===== src/rtl/pipeline_scoreboard.sv =====
// rtl/pipeline_scoreboard.sv - register scoreboard tracking pending long-latency writes between decode and EX
module pipeline_scoreboard #(
    parameter int NUM_REGS     = 32,
    parameter int REG_IDX_W    = 5,
    parameter int NUM_SRC      = 2,
    parameter int MAX_INFLIGHT = 4,
    parameter int CNT_W        = 3
) (
    input  logic                         clk,
    input  logic                         reset,
    input  logic                         issue_valid,
    input  logic [NUM_SRC*REG_IDX_W-1:0] issue_src,
    input  logic [NUM_SRC-1:0]           issue_src_used,
    input  logic [REG_IDX_W-1:0]         issue_dst,
    input  logic                         issue_dst_we,
    input  logic                         issue_long,
    input  logic                         flush,
    input  logic                         wb_valid,
    input  logic [REG_IDX_W-1:0]         wb_dst,
    output logic                         issue_stall,
    output logic [NUM_REGS-1:0]          pending_vec,
    output logic [CNT_W-1:0]             pending_count,
    output logic                         idle,
    output logic                         wb_spurious
);

    localparam logic [CNT_W-1:0] MAX_CNT = CNT_W'(MAX_INFLIGHT);

    logic [NUM_REGS-1:0] pending_vec_q, pending_vec_d;
    logic [CNT_W-1:0]    pending_count_q, pending_count_d;
    logic                wb_spurious_q, wb_spurious_d;

    logic                wb_live, rel, spurious_hit;
    logic                dst_live, raw, waw, full, acc, set;
    logic [NUM_REGS-1:0] eff;
    logic [REG_IDX_W-1:0] src;
    logic [CNT_W-1:0]    cnt_after_rel;

    assign wb_live      = wb_valid && (wb_dst != '0);
    assign rel          = wb_live && pending_vec_q[wb_dst];
    assign spurious_hit = wb_live && !pending_vec_q[wb_dst];
    assign dst_live     = issue_dst_we && (issue_dst != '0);

    // A register retiring this cycle is already visible through the RF write-through.
    always_comb begin
        eff = pending_vec_q;
        if (rel) begin
            eff[wb_dst] = 1'b0;
        end
    end

    always_comb begin
        raw = 1'b0;
        src = '0;
        for (int k = 0; k < NUM_SRC; k++) begin
            src = issue_src[k*REG_IDX_W +: REG_IDX_W];
            if (issue_src_used[k] && (src != '0) && eff[src]) begin
                raw = 1'b1;
            end
        end
    end

    assign cnt_after_rel = pending_count_q - CNT_W'(rel);
    assign waw           = dst_live && eff[issue_dst];
    assign full          = issue_long && dst_live && (cnt_after_rel == MAX_CNT);
    assign issue_stall   = issue_valid && !flush && (raw || waw || full);
    assign acc           = issue_valid && !flush && !issue_stall;
    assign set           = acc && issue_long && dst_live;

    // Clear first, then set, so a same-register release and re-issue leaves the bit pending.
    always_comb begin
        pending_vec_d = pending_vec_q;
        if (rel) begin
            pending_vec_d[wb_dst] = 1'b0;
        end
        if (set) begin
            pending_vec_d[issue_dst] = 1'b1;
        end
        pending_count_d = pending_count_q + CNT_W'(set) - CNT_W'(rel);
        wb_spurious_d   = wb_spurious_q || spurious_hit;
    end

    always_ff @(posedge clk) begin
        if (reset) begin
            pending_vec_q   <= '0;
            pending_count_q <= '0;
            wb_spurious_q   <= 1'b0;
        end else begin
            pending_vec_q   <= pending_vec_d;
            pending_count_q <= pending_count_d;
            wb_spurious_q   <= wb_spurious_d;
        end
    end

    assign pending_vec   = pending_vec_q;
    assign pending_count = pending_count_q;
    assign idle          = (pending_count_q == '0);
    assign wb_spurious   = wb_spurious_q;

    a_count_consistent: assert property (@(posedge clk) disable iff (reset)
        (int'(pending_count_q) == $countones(pending_vec_q)) && !pending_vec_q[0]);

endmodule

===== config.mk =====
export PLATFORM = sky130hd
export DESIGN_NAME = pipeline_scoreboard
export DESIGN_NICKNAME = d
export VERILOG_FILES = /design/src/rtl/pipeline_scoreboard.sv
export SDC_FILE = /design/constraint.sdc
export NUM_CORES = 1
export LEC_CHECK = 0
export ABC_AREA = 0
export CORE_ASPECT_RATIO = 0.6
export CORE_MARGIN = 2
export CORE_UTILIZATION = 40
export CTS_CLUSTER_SIZE = 20
export DETAILED_ROUTE_END_ITERATION = 10
export HOLD_SLACK_MARGIN = 0.08
export SYNTH_ARGS = -nofsm -noshare
export SYNTH_HDL_FRONTEND = slang
export SYNTH_SLANG_ARGS = --single-unit
export TNS_END_PERCENT = 100

===== constraint.sdc =====
create_clock -name clk -period 6.65 [get_ports clk]
set_clock_uncertainty 0.2 [all_clocks]
set_input_delay 1.33 -clock clk [delete_from_list [all_inputs] [get_ports clk]]
set_output_delay 1.33 -clock clk [all_outputs]
set_load 0.02 [all_outputs]

## Word-level counts from Yosys, hierarchy flattened

Cells that the tools add are included.

- Register bits: 36
- Bits of input ports: 29
- Word-level logic and storage cells: 61

- Add/sub/neg operators: 3
- Order comparisons: 6
- Equal/unequal tests: 1
- Multiplexer cells: 16
- Bitwise gates (word level): 3
- Reductions and logical operators: 29

Operators with widths:

| operator | count |
|---|---|
| 32-bit 2-to-1 mux | 2 |
| 32-bit AND | 1 |
| 32-bit inverter | 1 |
| 32-bit OR | 1 |
| 5-bit by 6-bit < comparator with 1-bit output, second input constant | 4 |
| 1-bit binary-select mux with 5-bit select | 4 |
| 5-bit nonzero test | 4 |
| 1-bit logical AND | 18 |
| 1-bit demux with 5-bit select | 2 |
| 5-bit by 1-bit greater-or-equal comparator with 1-bit output, second input constant | 2 |
| 1-bit 2-to-1 mux | 8 |
| 3-bit by 1-bit subtractor with 3-bit output | 2 |
| 3-bit by 1-bit adder with 3-bit output | 1 |
| 3-bit equality test, second input constant | 1 |
| 1-bit logical NOT | 3 |
| 3-bit logical NOT | 1 |
| 1-bit logical OR | 3 |

## Depth between registers and ports, before layout

Gate-level depths: netlist of run 1.

- Depth in word-level cells: 21
- Depth in mapped cells: 27

## Worst setup path before layout of run 1

OpenSTA, ideal clock, no wires.

- Path kind: input to output
- Start point: in wb_dst[2]
- End point: out issue_stall
- Arrival time: 4.556 ns
- Slack: 0.564 ns
- Stages: 19
- Path through: buf_2 > or3b_1 > o32a_1 > a2bb2oi_1 > and4_1 > buf_6 > buf_6 > buf_2 > nor2_1 > ha_1 > xor2_1 > and4b_1 > a21o_1 > o311ai_0 > a221oi_1 > a31oi_1 > a31o_2 > nand3_4 > and3b_1

- Cells in the longest elaborated chain, start to end: 15
- Elaborated cells between the ends (all ways): 30
- Those cells by class: add/sub (1); order compare (2); eq/ne (1); mux (13); bitwise (2); reduce/logical (11)

RTL lines:

| item | line | RTL |
|---|---|---|
| start: declaration | 19 | `input logic [REG_IDX_W-1:0] wb_dst,` |
| 5-bit by 6-bit < comparator with 1-bit output (not written as such) / 5-bit by 1-bit greater-or-equal comparator with 1-bit output (equally long branches) | 48 | `eff[wb_dst] = 1'b0;` |
| 1-bit logical AND (not written as such) | 48 |  |
| 1-bit 2-to-1 mux (not written as such) | 48 |  |
| 1-bit demux with 5-bit select | 48 |  |
| 32-bit inverter (no line) | -- |  |
| 32-bit AND (no line) | -- |  |
| 32-bit 2-to-1 mux | 47 | `if (rel) begin` |
| 1-bit binary-select mux with 5-bit select | 57 | `if (issue_src_used[k] && (src != '0) && eff[src]) begin` |
| 1-bit 2-to-1 mux (not written as such) | 57 |  |
| 1-bit logical AND | 57 |  |
| 1-bit 2-to-1 mux (2 in series) | 57 |  |
| 1-bit logical OR | 66 | `assign issue_stall = issue_valid && !flush && (raw \|\| waw \|\| full);` |
| 1-bit logical OR (*) | 66 |  |
| 1-bit logical AND (*) | 66 |  |
| end: declaration | 20 | `output logic issue_stall,` |

Mark *: on every way between the ends. The rest lies on a longest branch, timed or not. The select of a mux whose other input is x is not followed.

## Final worst setup path of run 1

- Start point: in wb_dst[0]
- End point: out issue_stall

Same word-level chain as after synthesis.

==> metrics.md, run 1 <==
| Metric | Value |
|---|---|
| Status | completed |
| Simple-gate portion of the synthesized area | 0.313 |
| CTS root buffer | clkbuf_16 |
| Async set or reset register ratio after synthesis | 0 |
| H-tree levels | 2 |
| Busiest grt layer | met2 |
| Hpwl dp | 16.1 mm |
| Post-CTS setup buffer count | 0 |
| Synthesized cell area | 0.00390 mm2 |
| Nets | 671 |
| Power per cell area | about 120 mW/mm2 |
| Final WS setup | 103 ps |
| Clk sinks | 36 |
| Avg WL per Cell | 27.9 um |
| Initial DRC count | 1002 |
| Worst hold path type | reg -> reg |
| Full die area | 0.0106 mm2 |
| Crit path time final | 6550 ps |
| DRT antenna net count | 0 |
| Vias in the first global route | slightly below 5000 |
| XOR/XNOR share of the synthesized area | 0.0112 |
| Seq/Total Area, Yosys | 0.185 |
| Area of the multi-input gates | 0.00292 mm2 |
| Worst-path fanout max | 6 |
| Placed cells | 761 |
| Grt total ovfl | 0 |
| Hold path cells | 1 |
| Met2 Use GR | 0.552 |
| M1 GR Usage | 0.525 |
| Setup crit end kind | output pin |
| Reg2reg start | pending_vec[7] |
| Overall power | 0.630 mW |
| Worst path max stage delay | 570 ps |
| Die Wd | between 100 and 150 um |
| Initial antenna violation count | 0 |
| Vias | 5375 |
| DRC viols | 0 |
| R2R cell count | 21 |
| Top-level I/O count | 67 |
| Starting Density | 0.418 |
| Fin. max-slew vios | 0 |
| Hold Path End | wb_spurious |
| Setup_tns | 0 ps |
| Number of buffers created by CTS | 5 |
| Final hold violations | 0 |
| Critical path class | in -> out |
| Avg Cell Area, Syn | 7.10 um2 |
| Period Utilization, post-route | 0.984 |
| Worst hold start | wb_spurious |
| Final Cell Area | 0.00515 mm2 |
| DRT Wirelength | 21.4 mm |
| Post-Synth Adder-Cell Area | 0.0148 |
| Main synth FF type | dfxtp_1 |
| CP required | 5120 ps |
| Global-route met3 utilization | 0.209 |
| Register-to-register setup slack | approximately 1600 ps |
| Worst EP arrival | ~5000 ps |
| Slowest-stage cell, CP | clkdlybuf4s50_1 |
| FMAX | 0.153 GHz |
| Largest family of logic cells by synthesized area | compound AO/OA/AOI/OAI gates |
| CTS max path bufs | 2 |
| Post-Syn Instances | 549 |
| DR vias/cell | 6.99 |
| CP Cell Sequence | clkdlybuf4s50_1 > or3b_2 > o32ai_1 > a2bb2oi_1 > and4_4 > nor2_4 > ha_1 > xor2_1 > and4b_1 > a21o_1 > o311ai_0 > a221oi_1 > a31oi_1 > a31o_2 > nand3_4 > and3b_1 > clkdlybuf4s15_1 |
| Fillcell total | 936 |
| Synth warn | 0 |
| Routability Congestion | 1.08 |
| Share of layout cells above drive strength 1 | 0.155 |
| CTS tree | done |
| Clock slew at reported path FFs | 50 ps |
| MaxCap Viol Count | 0 |
| FP Rows | 27 |
| Slew headroom | 0.220 |
| Area grow syn2layout | 32.1% |
| All-Layer GR Usage | 0.398 |
| Finished Layout Cells | 769 |
| Skew-Pair Late Insertion Delay | approximately 290 ps |
| Die height | approximately 80 um |
| Compound-Gate Fraction of Synth Area | 0.319 |
| Reg area | 721 um2 |
| Post-synth cell types | 73 |
| Largest net degree at the start of global routing | 31 |
| EDFF count, synth | 0 |
| Core area | about 0.0093 mm2 |
| I/O Buffers | 66 |
| R2r endpoint | pending_count[2] |
| Global-route wire length before repair | 31.2 mm |
| Worst vdd ir | 0.136 mV |
| Synthesized netlist net count | between 500 and 600 |
| Post-DP Area | 0.00498 mm2 |
| Worst-Margin Slew | around 1200 ps |
| Startpoint Class | primary input |
| Post-synthesis mux area share | 0.0873 |
| DR pass1 iterations | 7 |
| Final setup violation count | 0 |
| FF+latch count, synth | 36 |
| N_diodes | 0 |
| P_leak | 1.84 nW |
| Post-Place Setup Slack | -286 ps |
metrics by stage:
stage,utilization,hold slack (ps)
2_1_floorplan,-,367
5_1_grt,0.552,318
3_5_place_dp,0.534,267
4_1_cts,0.550,287
3_3_place_gp,0.534,256
6_report,0.552,283
area by class of cell:
| class | count | share of cell area |
|---|---|---|
| Clock buffer | 5 | 0.0243 |
| Clock inverter | 3 | 0.00364 |
| Inverter | 14 | 0.0102 |
| Multi-Input combinational cell | 451 | 0.568 |
| Sequential cell | 36 | 0.140 |
| Tap cell | 130 | 0.0316 |
| Timing Repair Buffer | 130 | 0.223 |
sequential cells by signal, indices dropped and copies added, names as in the netlist:
signal	cells
pending_vec	32
pending_count	3
wb_spurious	1
repair_timing:
item                       4_1_cts  5_1_grt
hold buffers                     0        0
resized for setup                3        6
setup endpoints to repair        1        1
cloned                           0        0
how the worst max path moves through the flow:
stage / start / end / cells past startpoint
after floorplan: wb_dst[2] / issue_stall / 19
after detailed placement: wb_dst[1] / issue_stall / 18
after global placement: wb_dst[1] / issue_stall / 18
after global routing: wb_dst[0] / issue_stall / 17
final: wb_dst[0] / issue_stall / 17
after CTS: wb_dst[1] / issue_stall / 18
power by group:
| part | total (mW) | leakage (nW) | switching, mW | internal (mW) |
|---|---|---|---|---|
| registers | 0.218 | 0.290 | 0.00144 | 0.217 |
| logic | 0.179 | 1.47 | 0.115 | 0.0641 |
| clock network | 0.233 | 0.0736 | 0.0952 | 0.138 |
cells by family (layout without fill, tap and decap cells):
| family | after synthesis | after routing |
|---|---|---|
| muxes | 30 | 30 |
| DFF | 36 | 36 |
| buffers and inverters | 62 | 152 |
| and+or+nand+nor | 236 | 236 |
| xor gates and xnor gates | 5 | 5 |
| adders and majority gates | 4 | 4 |
| AOI/OAI and AO/OA | 176 | 176 |
per-layer routing:
layer  wire length [um]  share of wire
met1               8680           0.41
met2               8040           0.38
met3               3870           0.18
met4                835          0.039
met5                  0              0
cell usage in the layout (no fill, tap or decap), drive strengths merged, types with 4 or more instances in the layout:
cell type,n
clkdlybuf4s50,64
buf,64
nand2,52
nor2,44
o21ai,44
nand3,40
dfxtp,36
mux2i,25
a21oi,19
nor3,19
nand2b,17
inv,14
o211ai,14
o31ai,12
nand4,12
o311ai,10
nor2b,9
o22ai,8
or2,8
or3,8
o221ai,7
and3,7
a31oi,7
o41ai,6
and2,5
a221oi,5
clkbuf,5
o32ai,4
xor2,4
o2111ai,4
synthesized netlist by cell type (all sizes together) (14+ instances only):
master	n	share of area
a21oi	19	0.024
buf	18	0.027
clkbuf	30	0.029
dfxtp	36	0.18
inv	14	0.013
mux2i	25	0.064
nand2	52	0.050
nand2b	17	0.027
nand3	40	0.055
nor2	44	0.043
nor3	19	0.027
o211ai	14	0.027
o21ai	44	0.057
critical path: cells and delay by family:
kind	cells	cell delay [ps]
simple gates	6	1310
fa+ha+maj	1	190
buf+inv	2	870
xor+xnor	1	130
compound gates	7	1170
Power figures use the tool's default switching activity.
==> run 2: changes to the inputs <==
--- a/config.mk
+++ b/config.mk
@@ -7,7 +7,7 @@
 export LEC_CHECK = 0
 export ABC_AREA = 0
 export CORE_ASPECT_RATIO = 0.6
-export CORE_MARGIN = 2
+export CORE_MARGIN = 4
 export CORE_UTILIZATION = 40
 export CTS_CLUSTER_SIZE = 20
 export DETAILED_ROUTE_END_ITERATION = 10
==> metrics.md, run 2 (synthesized netlist as in run 1, its figures left out) <==
| Metric | Value |
|---|---|
| Final WS setup | 121 ps |
| Area of the multi-input gates | roughly 0.0029 mm2 |
| Nets | 677 |
| Net Switching | 0.211 mW |
| Final setup violation count | 0 |
| CTS root buffer | clkbuf_16 |
| Setup_tns | 0 ps |
| Commonest non-fill, non-tap cell in the layout | buf_4 |
| Crit path time final | ~6500 ps |
| Die height | 84.5 um |
| DRC viols | 0 |
| Fillcell total | about 900 |
| Initial antenna violation count | 0 |
| Sw frac | 0.315 |
| Max FFs per register | 32 |
| Worst-Margin Slew | 1150 ps |
| Reg2reg start | pending_vec[5] |
| R2r endpoint | pending_count[2] |
| Fin. max-slew vios | 0 |
| Number of buffers created by CTS | 5 |
| Starting Density | 0.418 |
| Worst vdd ir | 0.137 mV |
| DR vias/cell | 6.97 |
| Clk sinks | 36 |
| Commonest cells after routing, fill and taps aside | buf_4, clkdlybuf4s50_1, nand2_1 |
| Vias in the first global route | 4962 |
| Placed cells | 767 |
| CP required | just over 5000 ps |
| Hold path cells | 1 |
| Hold Path End | wb_spurious |
| Clk pwr share | 0.406 |
| Area grow syn2layout | 33.7% |
| DRT Wirelength | 21.3 mm |
| Final hold violations | 0 |
| Register-to-register setup slack | 1500 ps |
| Initial DRC count | 837 |
| Slew headroom | 0.225 |
| Vias | 5401 |
| Full die area | around 0.011 mm2 |
| Share of layout cells above drive strength 1 | 0.160 |
| Period Utilization, post-route | 0.982 |
| All-Layer GR Usage | 0.362 |
| Grt total ovfl | 0 |
| Skew-Pair Late Insertion Delay | 290 ps |
| Worst-path fanout max | 15 |
| Pint | 0.459 mW |
| Core area | 0.00932 mm2 |
| P_leak | 1.88 nW |
| Critical path class | in -> out |
| Setup crit end kind | output pin |
| Logic pwr share | 0.268 |
| Worst hold path type | reg -> reg |
| Unrepaired setup endpoints after global routing | no |
| Die Wd | 135 um |
| Startpoint Class | primary input |
| CTS tree | done |
| DRT antenna net count | 0 |
| Status | completed |
| Reg power frac | 0.326 |
| H-tree levels | 2 |
| Hpwl dp | between 15 and 20 mm |
| N_diodes | 0 |
| FMAX | 0.153 GHz |
| Power per cell area | 128 mW/mm2 |
| Post-Place Setup Slack | -214 ps |
| Reg area | 721 um2 |
| Largest net degree at the start of global routing | 31 |
| Top-level I/O count | 67 |
| R2R cell count | 20 |
| DR pass1 iterations | 5 |
| CTS max path bufs | 2 |
| Avg WL per Cell | 27.5 um |
| Routability Congestion | 1.07 |
| Global-route wire length before repair | 31.4 mm |
| Worst hold start | wb_spurious |
| MaxCap Viol Count | 0 |
| FP Rows | 27 |
| I/O Buffers | 66 |
| Clock slew at reported path FFs | 50 ps |
| Finished Layout Cells | a little under 800 |
| Final Hold Slack | roughly 300 ps |
| Worst EP arrival | 5000 ps |
## run 2: final cells by class
cell class	instances	area share
clock buffer	5	0.0240
timing repair buffer	136	0.231
sequential	36	0.138
tap	130	0.0312
multi-input combinational	451	0.558
clock inverter	3	0.00816
inverter	14	0.0101
## run 2: repair_timing
action,in CTS,in global routing
endpoints found under the hold margin,0,0
setup endpoints to repair,1,1
hold buffers,0,0
gates resized for setup,2,5
setup buffers,0,0
## run 2: power by group through the flow
stage | logic, mW | registers (mW) | clock network [mW]
4_1_cts | 0.171 | 0.218 | 0.272
6_report | 0.179 | 0.218 | 0.272
2_1_floorplan | 0.0966 | 0.224 | 0
3_5_place_dp | 0.171 | 0.223 | 0
5_1_grt | 0.187 | 0.218 | 0.283
3_3_place_gp | 0.170 | 0.223 | 0
## run 2: metrics by stage
stage / utilization / power (mW) / instance area [um2]
finish: 0.559 / 0.669 / 5210
detailed placement: 0.541 / 0.394 / 5040
CTS: 0.559 / 0.661 / 5210
floorplan: - / 0.320 / 3900
global placement: 0.541 / 0.393 / 5040
global route: 0.559 / 0.688 / 5210
## run 2: how the worst max path moves through the flow
stage / start / endpoint / slack (ps) / depth (start not counted)
6_report: wb_dst[2] / issue_stall / 120 / 14
5_1_grt: wb_dst[2] / issue_stall / 100 / 17
4_1_cts: wb_dst[1] / issue_stall / 60 / 18
3_5_place_dp: wb_dst[1] / issue_stall / -210 / 18
3_3_place_gp: wb_dst[1] / issue_stall / -100 / 16
2_1_floorplan: wb_dst[2] / issue_stall / 560 / 19
## run 2: worst max-delay path, stage by stage
cell             delay [ps]
clkdlybuf4s50_1         490
or3b_1                  460
o32a_1                  210
a2bb2oi_1               150
and4_2                  300
buf_4                   220
buf_12                  170
o311ai_0                620
nand2_1                 130
o32a_1                  210
nor3_4                  270
nand3_4                 100
and3b_1                 170
clkbuf_2                150
## run 2: per-layer routing
layer / vias up / track usage / routed length, um
met3: 97 / 0.156 / 3650
met5: - / 0 / 0
met4: 0 / 0.116 / 840
met1: 2545 / 0.523 / 8800
met2: 468 / 0.477 / 8040
li1: 2291 / - / -
==> run 3: changes to the inputs <==
--- a/config.mk
+++ b/config.mk
@@ -11,6 +11,7 @@
 export CORE_UTILIZATION = 40
 export CTS_CLUSTER_SIZE = 20
 export DETAILED_ROUTE_END_ITERATION = 10
+export DONT_BUFFER_PORTS = 1
 export HOLD_SLACK_MARGIN = 0.08
 export SYNTH_ARGS = -nofsm -noshare
 export SYNTH_HDL_FRONTEND = slang
==> metrics.md, run 3 (synthesized netlist as in run 1, its figures left out) <==
| Metric | Value |
|---|---|
| Commonest cells after routing, fill and taps aside | nand2_1, nor2_1, nand3_1 |
| Buffers & Inverters on Critical Path | 0 |
| Grt total ovfl | 0 |
| Full die area | 0.0114 mm2 |
| Core area | 0.00932 mm2 |
| Worst-Margin Slew | 978 ps |
| Vias in the first global route | around 4300 |
| Initial antenna violation count | 0 |
| CP required | about 5000 ps |
| R2R cell count | 18 |
| Post_cts resized | 0 |
| Post-CTS setup buffer count | 0 |
| Finished Layout Cells | 654 |
| Overall power | 0.602 mW |
| Cts hold-fix bufs | 0 |
| Setup_tns | 0 ps |
| Final core occ | 0.441 |
| DR vias/cell | 7.57 |
| CTS root buffer | clkbuf_16 |
| Max FFs per register | 32 |
| Setup crit end kind | output pin |
| All-Layer GR Usage | 0.338 |
| Worst path max stage delay | 510 ps |
| Slowest-stage cell, CP | mux4_2 |
| Die height | about 84 um |
| Crit-path leading delay family | simple AND/OR/NAND/NOR gates |
| Die Wd | 135 um |
| Final setup violation count | 0 |
| Worst EP arrival | 4510 ps |
| P_leak | between 1 and 1.5 nW |
| Number of buffers created by CTS | 5 |
| Placed cells | about 650 |
| Commonest non-fill, non-tap cell in the layout | nand2_1 |
| Largest net degree at the start of global routing | 32 |
| DRC viols | 0 |
| Share of layout cells above drive strength 1 | 0.0841 |
| Hpwl dp | between 10 and 15 mm |
| Fin. max-slew vios | 0 |
| Worst vdd ir | between 0.09 and 0.1 mV |
| CP endpoint | issue_stall |
| Initial DRC count | ~800 |
| DR pass1 iterations | 6 |
| Global-route wire length before repair | ~29 mm |
| Setup crit start | wb_dst[1] |
| Unrepaired setup endpoints after global routing | no |
| Starting Density | 0.418 |
| FP Rows | 27 |
| Area grow syn2layout | 5.52% |
| CTS max path bufs | 2 |
| Skew-Pair Late Insertion Delay | roughly 290 ps |
| Clk sinks | 36 |
| I/O Buffers | 0 |
| Routability Congestion | between 1 and 1.5 |
| Final hold violations | 0 |
| Worst hold start | wb_spurious |
| CP Cell Sequence | mux4_2 > a32oi_1 > and4_1 > nor2_1 > ha_1 > xor2_1 > and4b_1 > a21o_1 > o311ai_0 > a221oi_1 > a31oi_1 > a31o_2 > nand3_4 > and3b_1 |
| Avg WL per Cell | just over 30 um |
| Top-level I/O count | 67 |
| Register-to-register setup slack | between 1000 and 1500 ps |
| Crit path time final | 6040 ps |
| Worst-path fanout max | 25 |
| Clock slew at reported path FFs | approximately 60 ps |
| Final Hold Slack | 430 ps |
| Levels on crit path | 14 |
| Period Utilization, post-route | 0.908 |
| Reg2reg start | pending_vec[5] |
| Power per cell area | between 100 and 150 mW/mm2 |
| Vias | 4948 |
| Worst hold path type | reg -> reg |
| FMAX | 0.166 GHz |
| R2r endpoint | pending_count[2] |
| Critical path class | in -> out |
| DRT antenna net count | 0 |
| MaxCap Viol Count | 0 |
| H-tree levels | 2 |
| CTS tree | done |
| DRT Wirelength | 20.2 mm |
| Nets | 555 |
| Slew headroom | 0.343 |
| Startpoint Class | primary input |
| Status | completed |
## run 3: cell count changes in the layout (fill, tap and decap cells not counted)
cell,change
and4_1,+1
and4_2,-1
buf_12,-1
buf_4,-54
buf_6,-1
clkbuf_1,+1
clkbuf_2,-1
clkdlybuf4s50_1,-63
clkinvlp_4,-1
diode_2,+1
dlymetal6s2s_1,-2
## run 3: worst register-to-register path, delay by kind of cell, from the launching register on
kind | cells | cell delay (ps)
compound gates | 5 | 1700
simple gates | 4 | 870
fa+ha+maj | 3 | 840
flops | 1 | 720
buf+inv | 3 | 350
xor+xnor | 2 | 320
mux | 1 | 220
## run 3: per-stage QoR
stage	setup slack (ps)	cell area, um2
floorplan	564	3900
global placement	795	3950
detailed placement	729	3950
CTS	721	4110
global route	494	4110
finish	615	4110
## run 3: report_power, final
part	leakage (nW)	switching (mW)	total (mW)	internal (mW)
clock network	0.0808	0.0965	0.273	0.176
logic	0.978	0.0732	0.109	0.0359
registers	0.290	0.00274	0.219	0.217
## run 3: final cells by class
| cell class | count | area [um2] |
|---|---|---|
| Fill cell | 997 | 5210 |
| Sequential cell | 36 | 721 |
| Multi-Input combinational cell | 451 | 2910 |
| Clock buffer | 6 | 129 |
| Clock inverter | 2 | 35.0 |
| Inverter | 14 | 52.6 |
| Antenna cell | 1 | 2.50 |
| Timing Repair Buffer | 14 | 105 |
| Tap cell | 130 | 163 |
## run 3: worst min-delay path by stage
stage	endpoint	slack (ps)	cells after the start
final	wb_spurious	430	1
after CTS	wb_spurious	440	1
after detailed placement	wb_spurious	420	1
after global routing	wb_spurious	450	1
after global placement	wb_spurious	410	1
after floorplan	pending_vec[0]	370	1
## run 3: metal layers
metal / wire (um) / track usage / up-vias
met5: 0 / 0.0171 / -
met4: 560 / 0.0467 / 0
met3: 3870 / 0.176 / 81
met2: 7700 / 0.455 / 494
met1: 8120 / 0.484 / 2324
li1: - / - / 2049
